### src/rtl/csr_rmw_unit.sv
`default_nettype none
// ============================================================================
// Module   : csr_rmw_unit
// Brief    : Zicsr read-modify-write sequencer (CSRRW/CSRRS/CSRRC and imm
//            forms). Reads the old CSR value, computes the new value, writes
//            it back to the CSR file and returns the old value to execute.
//            Writes to read-only CSRs and reserved ops are flagged illegal.
// Revision : 1.0 - initial release
// ============================================================================
module csr_rmw_unit #(
    parameter int XLEN   = 32,
    parameter int ADDR_W = 12
) (
    input  logic              clk,
    input  logic              rst,          // synchronous, active-low
    input  logic              req_valid,
    output logic              req_ready,
    input  logic [1:0]        req_op,
    input  logic [ADDR_W-1:0] req_addr,
    input  logic [XLEN-1:0]   req_src,
    input  logic              req_src_zero,
    output logic              rsp_valid,
    input  logic              rsp_ready,
    output logic [XLEN-1:0]   rsp_data,
    output logic              rsp_illegal,
    output logic              csr_write_en,
    output logic [ADDR_W-1:0] csr_addr,
    output logic [XLEN-1:0]   csr_in,
    input  logic [XLEN-1:0]   csr_out
);

    // Op encodings
    localparam logic [1:0] c_OP_RSVD = 2'b00;
    localparam logic [1:0] c_OP_RW   = 2'b01;
    localparam logic [1:0] c_OP_RS   = 2'b10;
    localparam logic [1:0] c_OP_RC   = 2'b11;

    // FSM state encodings
    localparam logic [1:0] c_S_IDLE  = 2'd0;
    localparam logic [1:0] c_S_READ  = 2'd1;
    localparam logic [1:0] c_S_WRITE = 2'd2;
    localparam logic [1:0] c_S_RESP  = 2'd3;

    logic [1:0]        r_state;
    logic [1:0]        r_op;
    logic [ADDR_W-1:0] r_addr;
    logic [XLEN-1:0]   r_src;
    logic              r_src_zero;
    logic [XLEN-1:0]   r_old;
    logic              r_illegal;

    logic              w_wr_intent;
    logic              w_illegal;
    logic              w_read_only;
    logic [XLEN-1:0]   w_new_val;

    // Decode write intent, illegality and the modified value from latched request
    always_comb begin
        w_wr_intent = (r_op == c_OP_RW) |
                      (((r_op == c_OP_RS) | (r_op == c_OP_RC)) & ~r_src_zero);
        // Top two address bits 2'b11 mark the read-only CSR space
        w_read_only = (r_addr[ADDR_W-1:ADDR_W-2] == 2'b11);
        w_illegal   = (r_op == c_OP_RSVD) | (w_read_only & w_wr_intent);
        case (r_op)
            c_OP_RW: w_new_val = r_src;
            c_OP_RS: w_new_val = r_old | r_src;
            c_OP_RC: w_new_val = r_old & ~r_src;
            default: w_new_val = '0;
        endcase
    end

    // Sequencer: IDLE -> READ -> WRITE -> RESP -> IDLE, one op at a time
    always_ff @(posedge clk) begin
        if (!rst) begin
            r_state    <= c_S_IDLE;
            r_op       <= '0;
            r_addr     <= '0;
            r_src      <= '0;
            r_src_zero <= 1'b0;
            r_old      <= '0;
            r_illegal  <= 1'b0;
        end else begin
            case (r_state)
                c_S_IDLE: begin
                    if (req_valid) begin
                        r_op       <= req_op;
                        r_addr     <= req_addr;
                        r_src      <= req_src;
                        r_src_zero <= req_src_zero;
                        r_state    <= c_S_READ;
                    end
                end
                c_S_READ: begin
                    r_old     <= csr_out;
                    r_illegal <= w_illegal;
                    r_state   <= c_S_WRITE;
                end
                c_S_WRITE: begin
                    // Always proceed to the response, even when no write is issued
                    r_state <= c_S_RESP;
                end
                c_S_RESP: begin
                    if (rsp_ready) begin
                        r_state <= c_S_IDLE;
                    end
                end
                default: r_state <= c_S_IDLE;
            endcase
        end
    end

    // Output decode from state; reset level gates every handshake and the write strobe
    always_comb begin
        req_ready    = 1'b0;
        rsp_valid    = 1'b0;
        rsp_data     = '0;
        rsp_illegal  = 1'b0;
        csr_write_en = 1'b0;
        csr_addr     = '0;
        csr_in       = '0;
        if (rst) begin
            case (r_state)
                c_S_IDLE: begin
                    req_ready = 1'b1;
                end
                c_S_READ: begin
                    csr_addr = r_addr;
                end
                c_S_WRITE: begin
                    csr_addr     = r_addr;
                    csr_write_en = w_wr_intent & ~r_illegal;
                    csr_in       = (w_wr_intent & ~r_illegal) ? w_new_val : '0;
                end
                c_S_RESP: begin
                    rsp_valid   = 1'b1;
                    rsp_data    = r_old;
                    rsp_illegal = r_illegal;
                end
                default: begin
                    req_ready = 1'b0;
                end
            endcase
        end
    end

endmodule
`default_nettype wire
### config.mk
export PLATFORM = sky130hd
export DESIGN_NAME = csr_rmw_unit
export DESIGN_NICKNAME = d
export VERILOG_FILES = /design/src/rtl/csr_rmw_unit.sv
export SDC_FILE = /design/constraint.sdc
export NUM_CORES = 1
export LEC_CHECK = 0
export CAP_MARGIN = 0
export CORE_MARGIN = 4
export CORE_UTILIZATION = 36
export DETAILED_ROUTE_END_ITERATION = 8
export GPL_TIMING_DRIVEN = 0
export PLACE_DENSITY_LB_ADDON = 0.3
export SYNTH_ARGS = -nofsm -noshare
export SYNTH_HDL_FRONTEND = slang
export SYNTH_SLANG_ARGS = --single-unit
### constraint.sdc
create_clock -name clk -period 2.1 [get_ports clk]
set_input_delay 0.525 -clock clk [delete_from_list [all_inputs] [get_ports clk]]
set_output_delay 0.525 -clock clk [all_outputs]
set_load 0.05 [all_outputs]
Word level (Yosys, flattened, before mapping):

Cells that the tools add are included.

* reductions and logical operators: 5
* multiplexer cells: 19
* equality and inequality tests: 9
* bitwise gates (word level): 11

Operators by type and width (count)
* 32-bit 2-to-1 mux: 5
* 32-bit one-hot mux with 3 select lines: 1
* 32-bit AND: 1
* 32-bit NOT: 1
* 32-bit bitwise OR: 1
* 12-bit 2-to-1 mux: 2
* 2-bit == test, second input constant: 5
* 1-bit 2-to-1 mux: 8
* 2-bit one-hot mux with 4 select lines: 1
* 2-bit by 1-bit == test with 1-bit output, second input constant: 2
* 2-bit logical NOT: 2
* 2-bit 2-to-1 mux: 2
* 2-bit != test, second input constant: 2
* 2-bit AND reduction: 2
* 1-bit AND: 3
* 1-bit bitwise OR: 3
* 1-bit NOT: 2
* 2-bit OR reduction: 1

* flip-flop bits (word level): 82
* output and inout bits: 80
* logic and storage cells: 51
* input bits: 83

Logic depth before layout (Yosys ltp):

* depth after elaboration: 8
* mapped depth: 7
* depth with buffers taken out: 5

Worst setup path after synthesis:

No wires, ideal clock.

* kind: reg-to-output
* start: register r_state[0]
* end: output port csr_in[30]
* path buffers: 0
* cell stages (with the launch flop): 6
* required time: 1575 ps
* arrival: 2189 ps
* setup slack: -614 ps
* path through: dfxtp_1 -> inv_1 -> ha_1 -> nand2_1 -> a211o_4 -> a311oi_1

* longest elaborated chain between the ends: 3

Ends and longest elaborated chain
* start, declared: RTL line 44 `logic [1:0] r_state;`
* start signal, assigned: RTL line 75 `r_state <= c_S_IDLE;`
* start signal, assigned: RTL line 90 `r_state <= c_S_READ;`
* start signal, assigned: RTL line 96 `r_state <= c_S_WRITE;`
* 2-bit == test: RTL line 122 `case (r_state)`
* 32-bit 2-to-1 mux: RTL line 122
* 32-bit 2-to-1 mux: RTL line 121 `if (rst) begin`
* end, declared: RTL line 28 `output logic [XLEN-1:0] csr_in,`

Every way passes these cells.

Worst setup path in the final report:

* start: register r_state[0]
* end: output port csr_in[22]

Same word-level chain as after synthesis.

==> results.md <==
* Worst setup margin at -0.285 ns
* PwrDens at 897 nW/um2
* CP Buf/Inv Count at 3
* CP top delay family: compound AO/OA/AOI/OAI gates
* Core Box Area at 10800 um2
* Worst min path class: reg -> reg
* Fin. Hold Viols at 0
* I/O pins at 163
* Standard-cell rows at 38
* Synthesized instance count at 500
* Largest family of logic cells by synthesized area: simple AND/OR/NAND/NOR gates
* Hold-fix buffers, CTS at 0
* Layout area overhead at 61.5%
* Routed WL at 13.8 mm
* N_diodes at 0
* Crit path time final at 2.38 ns
* Most area-consuming cells after synthesis: dfxtp_1 (41%), nand2_1 (12%), mux2i_1 (8.0%), and3_1 (7.2%), a21oi_1 (6.4%)
* Leakage power at 2.55 nW
* Util after Layout at 59.5%
* Number of detailed-route iterations in the first pass at 4
* CTS buffer count at 9
* Chip width at 113 um
* Worst-margin pin slew at 0.535 ns
* NumNets Final at 768
* Worst path max stage delay at 0.40 ns
* Initial Util at 36.8%
* Final cycle utilization of the critical path at 114%
* Setup crit end kind: output port
* Worst slack at placement at -1.22 ns
* XOR/XNOR Fraction of Synth Area at 0%
* CTS tree: yes
* Maxcap violations at 0
* Post-synthesis mux area share at 8.03%
* Post-Synth Adder-Cell Area at 1.57%
* Reg-to-reg slack, setup at 0.36 ns
* Startpoint types: flop
* CP Max Fanout at 5
* Vias per Instance at 5.08
* Detail Placement HPWL at 9.50 mm
* Status: finished, violations left
* Gr ovfl total at 0
* Netlist cell types at 24
* Pins Over Slew Limit at 0
* Post-Route Setup TNS at -10.09 ns
* Final GP Congestion at 0.826
* Share of cells above drive strength 1 at 26.6%
* #FFs+latches synth at 82
* Crit Path Category: reg -> out
* Die area at 12800 um2
* Vias in the first global route at 4127
* Clk_lat worst skew at 0.34 ns
* Post-synth top area cell: dfxtp_1
* Residual DRC at 0
* CTS clk-pin slew, worst paths at 0.08 ns
* Final setup fails at 74
* Crit path DAT at 1.86 ns
* RSZ-0062 raised after global routing: yes
* Post-route cell area at 6450 um2
* Simple-Gate Fraction of Synth Area at 29.9%
* Top cell type's share of synthesized area at 41.1%
* DIE HEIGHT at 113 um
* Initial DRC Count at 234
* ANT nets after route at 0
* Yosys warning count at 0
* Failing checks: setup timing
* Filler instances at 1011
* Most common cell after layout, fill and taps aside: nand2_1
* Crit path cell chain: inv_4 > ha_4 > nand2_4 > a211o_4 > clkbuf_16 > a21oi_4 > buf_6
* Initial antenna violation count at 0
* Placement Cell Area at 5790 um2
* Placed Instances at 802
* Commonest cells after routing, fill and taps aside: nand2_1 (128), clkdlybuf4s50_1 (81), dfxtp_1 (79)
* Compound-gate portion of the synthesized area at 14.1%
* H-tree Lvls at 3
* Syn Area/Cell at 7.98 um2
* First-pass GRT wire length at 20.7 mm
* GRT Util Overall at 20.0%
* Wire length per cell at 16.7 um
* Largest net degree at the start of global routing at 14
* Required time of the critical path at 1.57 ns
* Rel. slew slack at 64.4%
* Synthesized area at 3990 um2
* Worst Clk Skew at 0.00968 ns
* Post-Syn Nets at 588
* Fin cells at 825
* Fmax at 0.419 GHz
* PortBufs at 162
* Peak supply drop at 0.000539 V
* Slowest CP cell: a211o_4
* Seq/Total Area, Yosys at 41.1%
* Clock Sinks at 82
* Root buffer cell: clkbuf_8
* Clock tree buffer depth at 2
* DR vias at 4189
==> power breakdown <==
part           switching [mW]  internal, mW  total (mW)
logic                    1.40          1.07        2.47
registers               0.272          1.92        2.20
clock network           0.569         0.547        1.12
==> final cells by class <==
| cell class | count | area, um2 | share of cell area, % |
|---|---|---|---|
| Buffer | 41 | 254 | 3.94 |
| Clock buffer | 11 | 131 | 2.04 |
| Clock inverter | 5 | 55.1 | 0.854 |
| Inverter | 4 | 17.5 | 0.272 |
| Multi-Input combinational cell | 374 | 2420 | 37.6 |
| Sequential cell | 82 | 1650 | 25.6 |
| Tap cell | 140 | 175 | 2.72 |
| Timing Repair Buffer | 168 | 1740 | 27.0 |
==> synth_stat cells (all sizes together) <==
cell type / number
a21oi: 80
a31oi: 1
and3: 46
or3b: 1
clkbuf: 25
dfxtp: 82
nand3b: 31
nand2: 129
nor2b: 2
nor2: 33
a311oi: 1
inv: 4
buf: 16
or4: 1
mux2i: 32
ha: 5
o21ai: 4
and2: 3
nand2b: 3
a211o: 1
==> repair_timing <==
action                     in CTS  in global routing
setup endpoints to repair      80                 77
gates cloned                    1                  4
pin swaps                       1                  5
resized for setup             553                 57
buffers inserted                1                  1
==> worst reg2reg max path: cells and delay by family (launching register included) <==
family / cells / cell delay (ns)
flip-flops: 1 / 0.38
buffers and inverters: 4 / 0.80
AND/OR/NAND/NOR: 2 / 0.18
adder cells (fa/ha/maj): 1 / 0.16
AO/OA/AOI/OAI: 1 / 0.16
==> kinds of logic (layout without fill, tap and decap cells) <==
group / Yosys count / in the layout
compound gates: 87 / 88
fa+ha+maj: 5 / 5
buf+inv: 45 / 229
flops: 82 / 82
mux: 32 / 32
simple gates: 249 / 249
==> through the flow <==
stage                     hold WS (ns)  power [mW]
after floorplan                  0.432        3.61
after global placement           0.438        4.23
after detailed placement         0.447        4.31
after CTS                        0.458        5.53
after global routing             0.487        6.15
final                            0.463        5.78
==> registers in the layout, summed over array words and instances (netlist names) <==
register / flops
r_old: 32
r_illegal: 1
r_op: 2
r_src_zero: 1
r_src: 32
r_addr: 12
r_state: 2
==> worst paths after layout <==
| kind | startpoint | to | cells past startpoint |
|---|---|---|---|
| hold / removal | r_addr[2] | r_addr[2] | 2 |
| setup reg to reg | r_state[0] | r_src[28] | 8 |
| hold reg to reg | r_addr[2] | r_addr[2] | 2 |
| setup / recovery | r_state[0] | csr_in[22] | 7 |
==> metal layers <==
layer	GRT usage (%)	wire length [um]
met2	34.2	6810
met3	3.90	835
met5	0	0
met4	6.81	233
met1	25.0	5870
Note: power is estimated with default switching activity, not from simulation.
